==> src/rtl/fetch_sequencer_pkg.sv <==
// Shared definitions for the fetch sequencer: FSM state encoding, redirect
// source codes (numerically ordered by priority) and default vectors.
package fetch_sequencer_pkg;

    typedef enum logic [1:0] {
        FS_BOOT = 2'd0,
        FS_RUN  = 2'd1,
        FS_HOLD = 2'd2,
        FS_HALT = 2'd3
    } fs_state_t;

    // Larger code means higher priority.
    typedef enum logic [1:0] {
        RS_JMP  = 2'd0,
        RS_BR   = 2'd1,
        RS_ERET = 2'd2,
        RS_EXC  = 2'd3
    } redir_src_t;

    localparam logic [31:0] RESET_VEC_DEF = 32'h0000_3000;
    localparam logic [31:0] EXC_VEC_DEF   = 32'h0000_4180;

    function automatic logic prio_wins(input redir_src_t new_src, input redir_src_t held_src);
        return (new_src == RS_EXC) || (new_src > held_src);
    endfunction

endpackage

==> src/rtl/fetch_sequencer_redirect_arbiter.sv <==
// Combinational priority mux over the redirect sources: exc > eret > br > jmp.
module redirect_arbiter
    import fetch_sequencer_pkg::*;
#(
    parameter logic [31:0] EXC_VEC = EXC_VEC_DEF
) (
    input  logic        exc_valid,
    input  logic        eret_valid,
    input  logic [31:0] epc,
    input  logic        br_valid,
    input  logic [31:0] br_target,
    input  logic        jmp_valid,
    input  logic [31:0] jmp_target,
    output logic        req_valid,
    output redir_src_t  req_prio,
    output logic [31:0] req_target
);

    always_comb begin
        req_valid  = 1'b0;
        req_prio   = RS_JMP;
        req_target = jmp_target;
        if (exc_valid) begin
            req_valid  = 1'b1;
            req_prio   = RS_EXC;
            req_target = EXC_VEC;
        end else if (eret_valid) begin
            req_valid  = 1'b1;
            req_prio   = RS_ERET;
            req_target = epc;
        end else if (br_valid) begin
            req_valid  = 1'b1;
            req_prio   = RS_BR;
            req_target = br_target;
        end else if (jmp_valid) begin
            req_valid  = 1'b1;
            req_prio   = RS_JMP;
            req_target = jmp_target;
        end
    end

endmodule

==> src/rtl/fetch_sequencer.sv <==
// Fetch-stage controller: boots the PC, issues arbitrated redirects one cycle
// after they are seen, parks a redirect across a stall and stops on halt.
//
//  state | meaning
//  BOOT  | fetch paused, reset vector loaded, boot counter running
//  RUN   | normal fetch, redirects issued next cycle
//  HOLD  | redirect parked in pending register until stall clears
//  HALT  | fetch stopped until reset
module fetch_sequencer
    import fetch_sequencer_pkg::*;
#(
    parameter logic [31:0] RESET_VEC   = RESET_VEC_DEF,
    parameter logic [31:0] EXC_VEC     = EXC_VEC_DEF,
    parameter int unsigned BOOT_CYCLES = 2
) (
    input  logic        clk,
    input  logic        rst,
    input  logic        i_stall,
    input  logic        i_exc_valid,
    input  logic        i_eret_valid,
    input  logic [31:0] i_epc,
    input  logic        i_br_valid,
    input  logic [31:0] i_br_target,
    input  logic        i_jmp_valid,
    input  logic [31:0] i_jmp_target,
    input  logic        i_halt,
    output logic        o_pause,
    output logic        o_we,
    output logic [31:0] o_PC,
    output logic        o_flush,
    output logic [1:0]  o_state
);

    localparam int CNT_W = (BOOT_CYCLES > 1) ? $clog2(BOOT_CYCLES) : 1;
    localparam logic [CNT_W-1:0] BOOT_LAST = CNT_W'(BOOT_CYCLES - 1);

    fs_state_t        state_q, state_nx;
    logic [CNT_W-1:0] boot_cnt_q, boot_cnt_nx;
    redir_src_t       pend_prio_q, pend_prio_nx;
    logic [31:0]      pend_target_q, pend_target_nx;

    logic        req_valid;
    redir_src_t  req_prio;
    logic [31:0] req_target;

    logic        issue, issue_flush;
    logic [31:0] issue_pc;
    redir_src_t  sel_prio;
    logic [31:0] sel_target;

    redirect_arbiter #(.EXC_VEC(EXC_VEC)) u_arb (
        .exc_valid  (i_exc_valid),
        .eret_valid (i_eret_valid),
        .epc        (i_epc),
        .br_valid   (i_br_valid),
        .br_target  (i_br_target),
        .jmp_valid  (i_jmp_valid),
        .jmp_target (i_jmp_target),
        .req_valid  (req_valid),
        .req_prio   (req_prio),
        .req_target (req_target)
    );

    always_comb begin
        state_nx       = state_q;
        boot_cnt_nx    = boot_cnt_q;
        pend_prio_nx   = pend_prio_q;
        pend_target_nx = pend_target_q;
        issue          = 1'b0;
        issue_flush    = 1'b0;
        issue_pc       = req_target;
        sel_prio       = pend_prio_q;
        sel_target     = pend_target_q;

        case (state_q)
            FS_BOOT: begin
                if (boot_cnt_q == '0) begin
                    issue    = 1'b1;
                    issue_pc = RESET_VEC;
                end
                if (boot_cnt_q == BOOT_LAST) state_nx = FS_RUN;
                else                         boot_cnt_nx = boot_cnt_q + CNT_W'(1);
            end
            FS_RUN, FS_HOLD: begin
                if (i_halt) begin
                    // An exception still goes out even when halt retires alongside it.
                    if (req_valid && req_prio == RS_EXC) begin
                        issue       = 1'b1;
                        issue_flush = 1'b1;
                    end
                    pend_prio_nx   = RS_JMP;
                    pend_target_nx = '0;
                    state_nx       = FS_HALT;
                end else if (state_q == FS_RUN) begin
                    if (req_valid && i_stall) begin
                        pend_prio_nx   = req_prio;
                        pend_target_nx = req_target;
                        state_nx       = FS_HOLD;
                    end else if (req_valid) begin
                        issue       = 1'b1;
                        issue_flush = 1'b1;
                    end
                end else begin
                    if (req_valid && prio_wins(req_prio, pend_prio_q)) begin
                        sel_prio   = req_prio;
                        sel_target = req_target;
                    end
                    if (i_stall) begin
                        pend_prio_nx   = sel_prio;
                        pend_target_nx = sel_target;
                    end else begin
                        issue          = 1'b1;
                        issue_flush    = 1'b1;
                        issue_pc       = sel_target;
                        pend_prio_nx   = RS_JMP;
                        pend_target_nx = '0;
                        state_nx       = FS_RUN;
                    end
                end
            end
            default: ;
        endcase
    end

    always_ff @(posedge clk) begin
        if (rst) begin
            state_q       <= FS_BOOT;
            boot_cnt_q    <= '0;
            pend_prio_q   <= RS_JMP;
            pend_target_q <= '0;
            o_we          <= 1'b0;
            o_flush       <= 1'b0;
            o_PC          <= RESET_VEC;
        end else begin
            state_q       <= state_nx;
            boot_cnt_q    <= boot_cnt_nx;
            pend_prio_q   <= pend_prio_nx;
            pend_target_q <= pend_target_nx;
            o_we          <= issue;
            o_flush       <= issue_flush;
            if (issue) o_PC <= issue_pc;
        end
    end

    assign o_pause = i_stall || (state_q != FS_RUN);
    assign o_state = state_q;

endmodule

==> config.mk <==
export PLATFORM = sky130hd
export DESIGN_NAME = fetch_sequencer
export DESIGN_NICKNAME = d
export VERILOG_FILES = /design/src/rtl/fetch_sequencer_pkg.sv /design/src/rtl/fetch_sequencer_redirect_arbiter.sv /design/src/rtl/fetch_sequencer.sv
export SDC_FILE = /design/constraint.sdc
export NUM_CORES = 1
export LEC_CHECK = 0
export BUFFER_PORTS_ARGS = -buffer_cell sky130_fd_sc_hd__buf_2
export CAP_MARGIN = 20
export CORE_MARGIN = 2
export CORE_UTILIZATION = 45
export CTS_BUF_LIST = sky130_fd_sc_hd__clkbuf_8
export DETAILED_ROUTE_END_ITERATION = 10
export GPL_ROUTABILITY_DRIVEN = 0
export PLACE_DENSITY = 0.78
export SLEW_MARGIN = 0
export SYNTH_ARGS = -nofsm -noshare
export SYNTH_HDL_FRONTEND = slang
export SYNTH_SLANG_ARGS = --single-unit
==> constraint.sdc <==
create_clock -name clk -period 2.5 [get_ports clk]
set_clock_uncertainty 0.1 [all_clocks]
set_input_delay 0.125 -clock clk [delete_from_list [all_inputs] [get_ports clk]]
set_output_delay 0.125 -clock clk [all_outputs]
set_load 0.05 [all_outputs]
==> summary.md, run 1 <==
| Metric | Value |
|---|---|
| Total Routing Usage GR | `23.6%` |
| Final Hold Viols | `0` |
| Via density | `5.95` |
| Final Max Slew Viols | `0` |
| Syn Area/Cell | `8.57 µm²` |
| Seq cells post-synth | `71` |
| Pin count of the biggest net entering global routing | `47` |
| Inserted Clock Buffers | `9` |
| Capturing point of the worst reg2reg path | `o_PC[29]$_SDFFE_PP0P_` |
| Initial antenna violation count | `0` |
| Worst slew margin | `55.0%` |
| Achievable clock frequency | `0.428 GHz` |
| CP Class | `reg -> reg` |
| Hold Crit Start | `i_exc_valid` |
| Worst reg2reg path depth | `7` |
| Post-route cell area | `0.00569 mm²` |
| Pre-Repair DR Iteration Count | `5` |
| Starting Density | `45.6%` |
| Outcome | `finished clean` |
| Post-layout instance count excluding filler cells | `806` |
| Number of synthesized flops with an enable pin | `0` |
| Synthesized area | `0.00463 mm²` |
| Setup TNS | `0 ns` |
| Core area | `0.0101 mm²` |
| Worst endpoint required time | `2.64 ns` |
| DRT iter0 DRCs | `344` |
| Placed Cells | `789` |
| Most used DFF post-synth | `dfxtp_1` |
| Ys async rst share | `0%` |
| Critical Path Source | `o_state[1]$_SDFFE_PP0P_` |
| Post-CTS setup buffers | `0` |
| Final wirelength | `13.7 mm` |
| CP max FO | `11` |
| Crit Reg-Reg Startpoint | `o_state[1]$_SDFFE_PP0P_` |
| Htree depth | `3` |
| Unrepaired setup endpoints after global routing | `no` |
| Syn nets | `650` |
| Sequential area share after synthesis | `30.7%` |
| Worst skew pair latency | `0.35 ns` |
| Leading cell types in the layout, fill and taps excluded | `buf_2 (140), dfxtp_1 (70), o21ai_0 (49)` |
| WP data arrival | `2.48 ns` |
| Number of diodes | `0` |
| HPWL after DPL | `9.22 mm` |
| Buffers on Ports | `140` |
| Fin util | `56.2%` |
| Worst hold margin | `0.0440 ns` |
| First-pass GRT wire length | `21.7 mm` |
| Area grow syn2layout | `23.1%` |
| Die ar. | `0.0111 mm²` |
| Ys Warns | `0` |
| Final Setup Violations | `0` |
| CP endpoint kind | `flop` |
| Commonest non-fill, non-tap cell in the layout | `buf_2` |
| Grt total ovfl | `0` |
| Reg2reg setup slack | `0.16 ns` |
| Hold WC Path Type | `in -> reg` |
| Worst setup SP type | `flop` |
| Vias in the first global route | `4659` |
| Pleak | `2.40 nW` |
| Area after DPL | `0.00549 mm²` |
| Cell variety after synth | `54` |
| Gate Count Post-Synth | `540` |
| Worst VDD drop | `0.618 mV` |
| DR vias | `4795` |
| CTS Sinks | `71` |
| Worst-path clk slew | `0.07 ns` |
| Final period utilization | `93.6%` |
| Worst Tran Pin Value | `0.668 ns` |
| Num ports | `141` |
| Nets | `776` |
| # Max-Cap Violations | `0` |
| DR WL/cell | `17.0 µm` |
| Worst hold stages | `4` |
| CTS tree | `built` |
| Share of cells above drive strength 1 | `38.2%` |
| Power per cell area | `1250 mW/mm²` |
| DRC | `0` |
| Clock Tree Root | `clkbuf_8` |
| Hold endpoint | `pend_prio_q[1]$_SDFFE_PP0P_` |
| Die H | `105 µm` |
| CTS Buffer Depth | `2` |
| Routed Antenna Nets | `0` |
| Chip width | `105 µm` |
| Row Count | `37` |
| Fill count | `888` |
| Post-layout min period | `2.34 ns` |
[worst max-delay path by stage]
stage / end / slack (ns) / cells after the start
after floorplan: pend_target_q[28]$_SDFFE_PP0P_ / -0.0003 / 12
after global placement: o_PC[29]$_SDFFE_PP0P_ / -0.13 / 8
after detailed placement: o_PC[29]$_SDFFE_PP0P_ / -0.18 / 8
after CTS: o_PC[29]$_SDFFE_PP0P_ / 0.03 / 7
after global routing: pend_target_q[27]$_SDFFE_PP0P_ / 0.02 / 9
final: o_PC[29]$_SDFFE_PP0P_ / 0.16 / 7
[final cells by class]
class                   instances  area (µm²)  share of cell area, %
clock buffers                  10         138                   2.42
clock inverters                 5        27.5                  0.484
inverters                      10        37.5                  0.659
multi-input cells             409        2970                   52.2
flip-flops and latches         71        1420                   25.0
well taps                     136         170                   2.99
repair buffers                165         926                   16.3
[through the flow]
stage	worst slack, ns	power, mW
floorplan	-0.000279	5.20
global placement	-0.127	5.95
detailed placement	-0.181	6.12
CTS	0.0270	6.92
global route	0.0233	7.53
finish	0.161	7.10
[layer usage]
layer | share of wire [%] | routed length, µm | up-vias | track usage (%)
li1 | - | - | 2289 | -
met1 | 42 | 5750 | 2251 | 29.2
met2 | 48 | 6540 | 232 | 40.3
met3 | 8.5 | 1170 | 23 | 4.39
met4 | 1.8 | 249 | 0 | 9.52
met5 | 0 | 0 | - | 0
[Yosys cell counts (2+ instances only)]
cell	instances	area, µm²
dfxtp_1	71	1420
o21ai_0	49	245
o22ai_1	44	275
nand2_1	42	158
nor2_1	42	158
nor3_2	29	290
mux2i_1	27	270
nor2b_1	27	169
clkbuf_1	26	97.6
a22oi_1	24	180
a221oi_2	21	315
buf_2	16	80.1
a21oi_1	14	70.1
nand2b_1	10	62.6
a221oi_1	9	78.8
inv_1	9	33.8
mux2_2	8	90.1
buf_6	7	78.8
nand3_1	7	35.0
ha_1	6	75.1
a22o_1	5	43.8
a31oi_1	4	25.0
nor3_1	4	20.0
o311a_1	3	30.0
a2111oi_0	2	17.5
and3_1	2	12.5
buf_4	2	15.0
o21bai_1	2	15.0
or3_1	2	12.5
or4_4	2	22.5
[power by group]
group | switching (mW) | leakage [nW] | total (mW) | internal [mW]
Clock | 0.439 | 0.0868 | 0.812 | 0.373
Sequential | 0.236 | 0.585 | 1.72 | 1.48
Combinational | 3.02 | 1.73 | 4.57 | 1.55
[logic make-up after synthesis]
family                   share of synthesized area, %
multiplexers                                     7.79
AO/OA/AOI/OAI                                    32.0
buffers and inverters                            6.76
adder cells (fa/ha/maj)                          1.62
AND/OR/NAND/NOR                                  21.1
flip-flops                                       30.7
[sequential cells by signal (all words and copies together), names as in the netlist]
name,cells
boot_cnt_q,1
o_PC,32
o_flush,1
o_state,2
o_we,1
pend_prio_q,2
pend_target_q,32
[critical path, cell delays in order, from the launching register on]
cell and delay [ns]:
dfxtp_2 0.37, inv_1 0.07, ha_1 0.19, or4_4 0.50, a22oi_4 0.30, a21oi_4 0.22
a221oi_1 0.39, nor3_2 0.07
[repair_timing]
item | 4_1_cts | 5_1_grt
gates resized for setup | 0 | 3
hold buffers | 0 | 0
endpoints found under the setup margin | 0 | 32
Power figures use the tool's default switching activity.
==> inputs of run 2 (changes only) <==
- PLACE_DENSITY: 0.78 -> 0.75
- clock period: 2.5 -> 2.6 ns (I/O delays scaled with it)
==> summary.md, run 2 (synthesis gave the netlist of run 1 again) <==
| Metric | Value |
|---|---|
| Final Max Slew Viols | `0 (unchanged)` |
| Hold WC Path Type | `in -> reg (unchanged)` |
| Worst skew pair latency | `0.35 ns (about the same)` |
| Starting Density | `45.6% (unchanged)` |
| Worst setup SP type | `flop (unchanged)` |
| Internal power | `3.22 mW (was 3.41 mW)` |
| CP endpoint kind | `flop (unchanged)` |
| Top flop regs | `o_PC x32, pend_target_q x32 (unchanged)` |
| Post-layout min period | `2.50 ns (was 2.34 ns)` |
| Post-CTS setup buffers | `0 (unchanged)` |
| Reg power frac | `24.2% (about the same)` |
| First-pass GRT wire length | `21.3 mm (was 21.7 mm)` |
| Placed Cells | `783 (was 789)` |
| Worst slew margin | `48.7% (was 55.0%)` |
| Final period utilization | `96.1% (was 93.6%)` |
| Pleak | `2.36 nW (was 2.40 nW)` |
| Area grow syn2layout | `21.8% (was 23.1%)` |
| Die H | `105 µm (unchanged)` |
| Worst-path clk slew | `0.08 ns (was 0.07 ns)` |
| Pre-Repair DR Iteration Count | `5 (unchanged)` |
| Achievable clock frequency | `0.400 GHz (was 0.428 GHz)` |
| Outcome | `finished clean (unchanged)` |
| Clock Tree Root | `clkbuf_8 (unchanged)` |
| # Max-Cap Violations | `0 (unchanged)` |
| Commonest non-fill, non-tap cell in the layout | `buf_2 (unchanged)` |
| Final Setup Violations | `0 (unchanged)` |
| Routed Antenna Nets | `0 (unchanged)` |
| Chip width | `105 µm (unchanged)` |
| Buffers on Ports | `140 (unchanged)` |
| Setup TNS | `0 ns (unchanged)` |
| Clock power share | `11.4% (about the same)` |
| Comb power frac | `64.4% (about the same)` |
| CTS tree | `built (unchanged)` |
| Inserted Clock Buffers | `9 (unchanged)` |
| Num ports | `141 (unchanged)` |
| Worst hold margin | `0.0287 ns (was 0.0440 ns)` |
| CTS Sinks | `71 (unchanged)` |
| Grt total ovfl | `0 (unchanged)` |
| Final wirelength | `13.6 mm (was 13.7 mm)` |
| CTS Hold Bufs | `0 (unchanged)` |
| HPWL after DPL | `9.03 mm (was 9.22 mm)` |
| Via density | `5.98 (was 5.95)` |
| WP data arrival | `2.64 ns (was 2.48 ns)` |
| DR WL/cell | `17.0 µm (about the same)` |
| NetSw | `3.59 mW (was 3.69 mW)` |
| Final Hold Viols | `0 (unchanged)` |
| Htree depth | `3 (unchanged)` |
| Core area | `0.0101 mm² (unchanged)` |
| Leading cell types in the layout, fill and taps excluded | `buf_2 (140), dfxtp_1 (70), o21ai_0 (49) (unchanged)` |
| Pin count of the biggest net entering global routing | `47 (unchanged)` |
| CTS Buffer Depth | `2 (unchanged)` |
| Die ar. | `0.0111 mm² (unchanged)` |
| Worst Tran Pin Value | `0.768 ns (was 0.668 ns)` |
| Worst VDD drop | `0.558 mV (was 0.618 mV)` |
| Vias in the first global route | `4602 (was 4659)` |
| Post-layout instance count excluding filler cells | `800 (was 806)` |
| DRC | `0 (unchanged)` |
| DR vias | `4782 (was 4795)` |
| Number of diodes | `0 (unchanged)` |
| Share of cells above drive strength 1 | `38.6% (was 38.2%)` |
| Row Count | `37 (unchanged)` |
| Nets | `770 (was 776)` |
| Power per cell area | `1210 mW/mm² (was 1250 mW/mm²)` |
| DRT iter0 DRCs | `238 (was 344)` |
| Total Routing Usage GR | `23.2% (was 23.6%)` |
| CP Class | `reg -> reg (unchanged)` |
| Initial antenna violation count | `0 (unchanged)` |
| Reg2reg setup slack | `0.10 ns (was 0.16 ns)` |
| Worst endpoint required time | `2.74 ns (was 2.64 ns)` |
| CP max FO | `8 (was 11)` |
| Net Sw Frac | `52.7% (was 52.0%)` |
[run 2: cell types whose count changed in the layout (fill, tap and decap cells not counted), sizes merged]
cell	delta
inv	-2
buf	-6
clkinv	+3
clkbuf	-1
[run 2: path summary, 6_finish.rpt]
| kind | from | cells after the start | endpoint |
|---|---|---|---|
| setup reg to reg | pend_prio_q[1]$_SDFFE_PP0P_ | 7 | o_PC[1]$_SDFFE_PP0P_ |
| setup / recovery | pend_prio_q[1]$_SDFFE_PP0P_ | 7 | o_PC[1]$_SDFFE_PP0P_ |
| hold reg to reg | pend_prio_q[1]$_SDFFE_PP0P_ | 2 | pend_prio_q[1]$_SDFFE_PP0P_ |
| hold / removal | i_exc_valid | 4 | pend_prio_q[1]$_SDFFE_PP0P_ |
[run 2: power by group through the flow]
stage | combinational (mW) | clock (mW) | sequential (mW)
after floorplan | 2.76 | 0 | 2.24
after global placement | 4.01 | 0 | 1.65
after detailed placement | 4.17 | 0 | 1.66
after CTS | 4.17 | 0.782 | 1.64
after global routing | 4.72 | 0.825 | 1.68
final | 4.39 | 0.773 | 1.65
[run 2: per-stage QoR]
step / utilization (%) / setup WS, ns / power (mW) / cell area (µm²)
after global placement: 53.3 / -0.0897 / 5.66 / 5410
final: 55.6 / 0.103 / 6.81 / 5630
after floorplan: - / 0.0659 / 5.00 / 4630
after detailed placement: 53.3 / -0.172 / 5.83 / 5410
after CTS: 54.9 / 0.0161 / 6.60 / 5570
after global routing: 55.6 / -0.0171 / 7.23 / 5630
[run 2: per-layer routing]
layer / share of wire [%] / vias up / global-route usage, %
met5: 0 / - / 0
met1: 42 / 2282 / 27.9
li1: - / 2277 / -
met4: 1.5 / 0 / 6.10
met3: 8.1 / 19 / 5.94
met2: 48 / 204 / 40.8
[run 2: worst max-delay path: stages, from the launching register on]
cell and delay, ns:
dfxtp_1 0.31, inv_1 0.04, ha_1 0.29, nor2b_1 0.16, o2111ai_1 0.63, nand2_2 0.33, a221oi_1 0.43, nor3_2 0.08
[run 2: repair_timing]
| item | CTS | global route |
|---|---|---|
| hold endpoints to repair | 0 | 0 |
| gates resized for setup | 0 | 8 |
| setup endpoints to repair | 0 | 30 |
[run 2: final cells by class]
class / count / area (µm²)
Timing Repair Buffer: 159 / 843
Multi-Input combinational cell: 409 / 3000
Tap cell: 136 / 170
Sequential cell: 71 / 1420
Inverter: 10 / 37.5
Clock buffer: 9 / 124
Clock inverter: 6 / 38.8
Fill cell: 939 / 4510
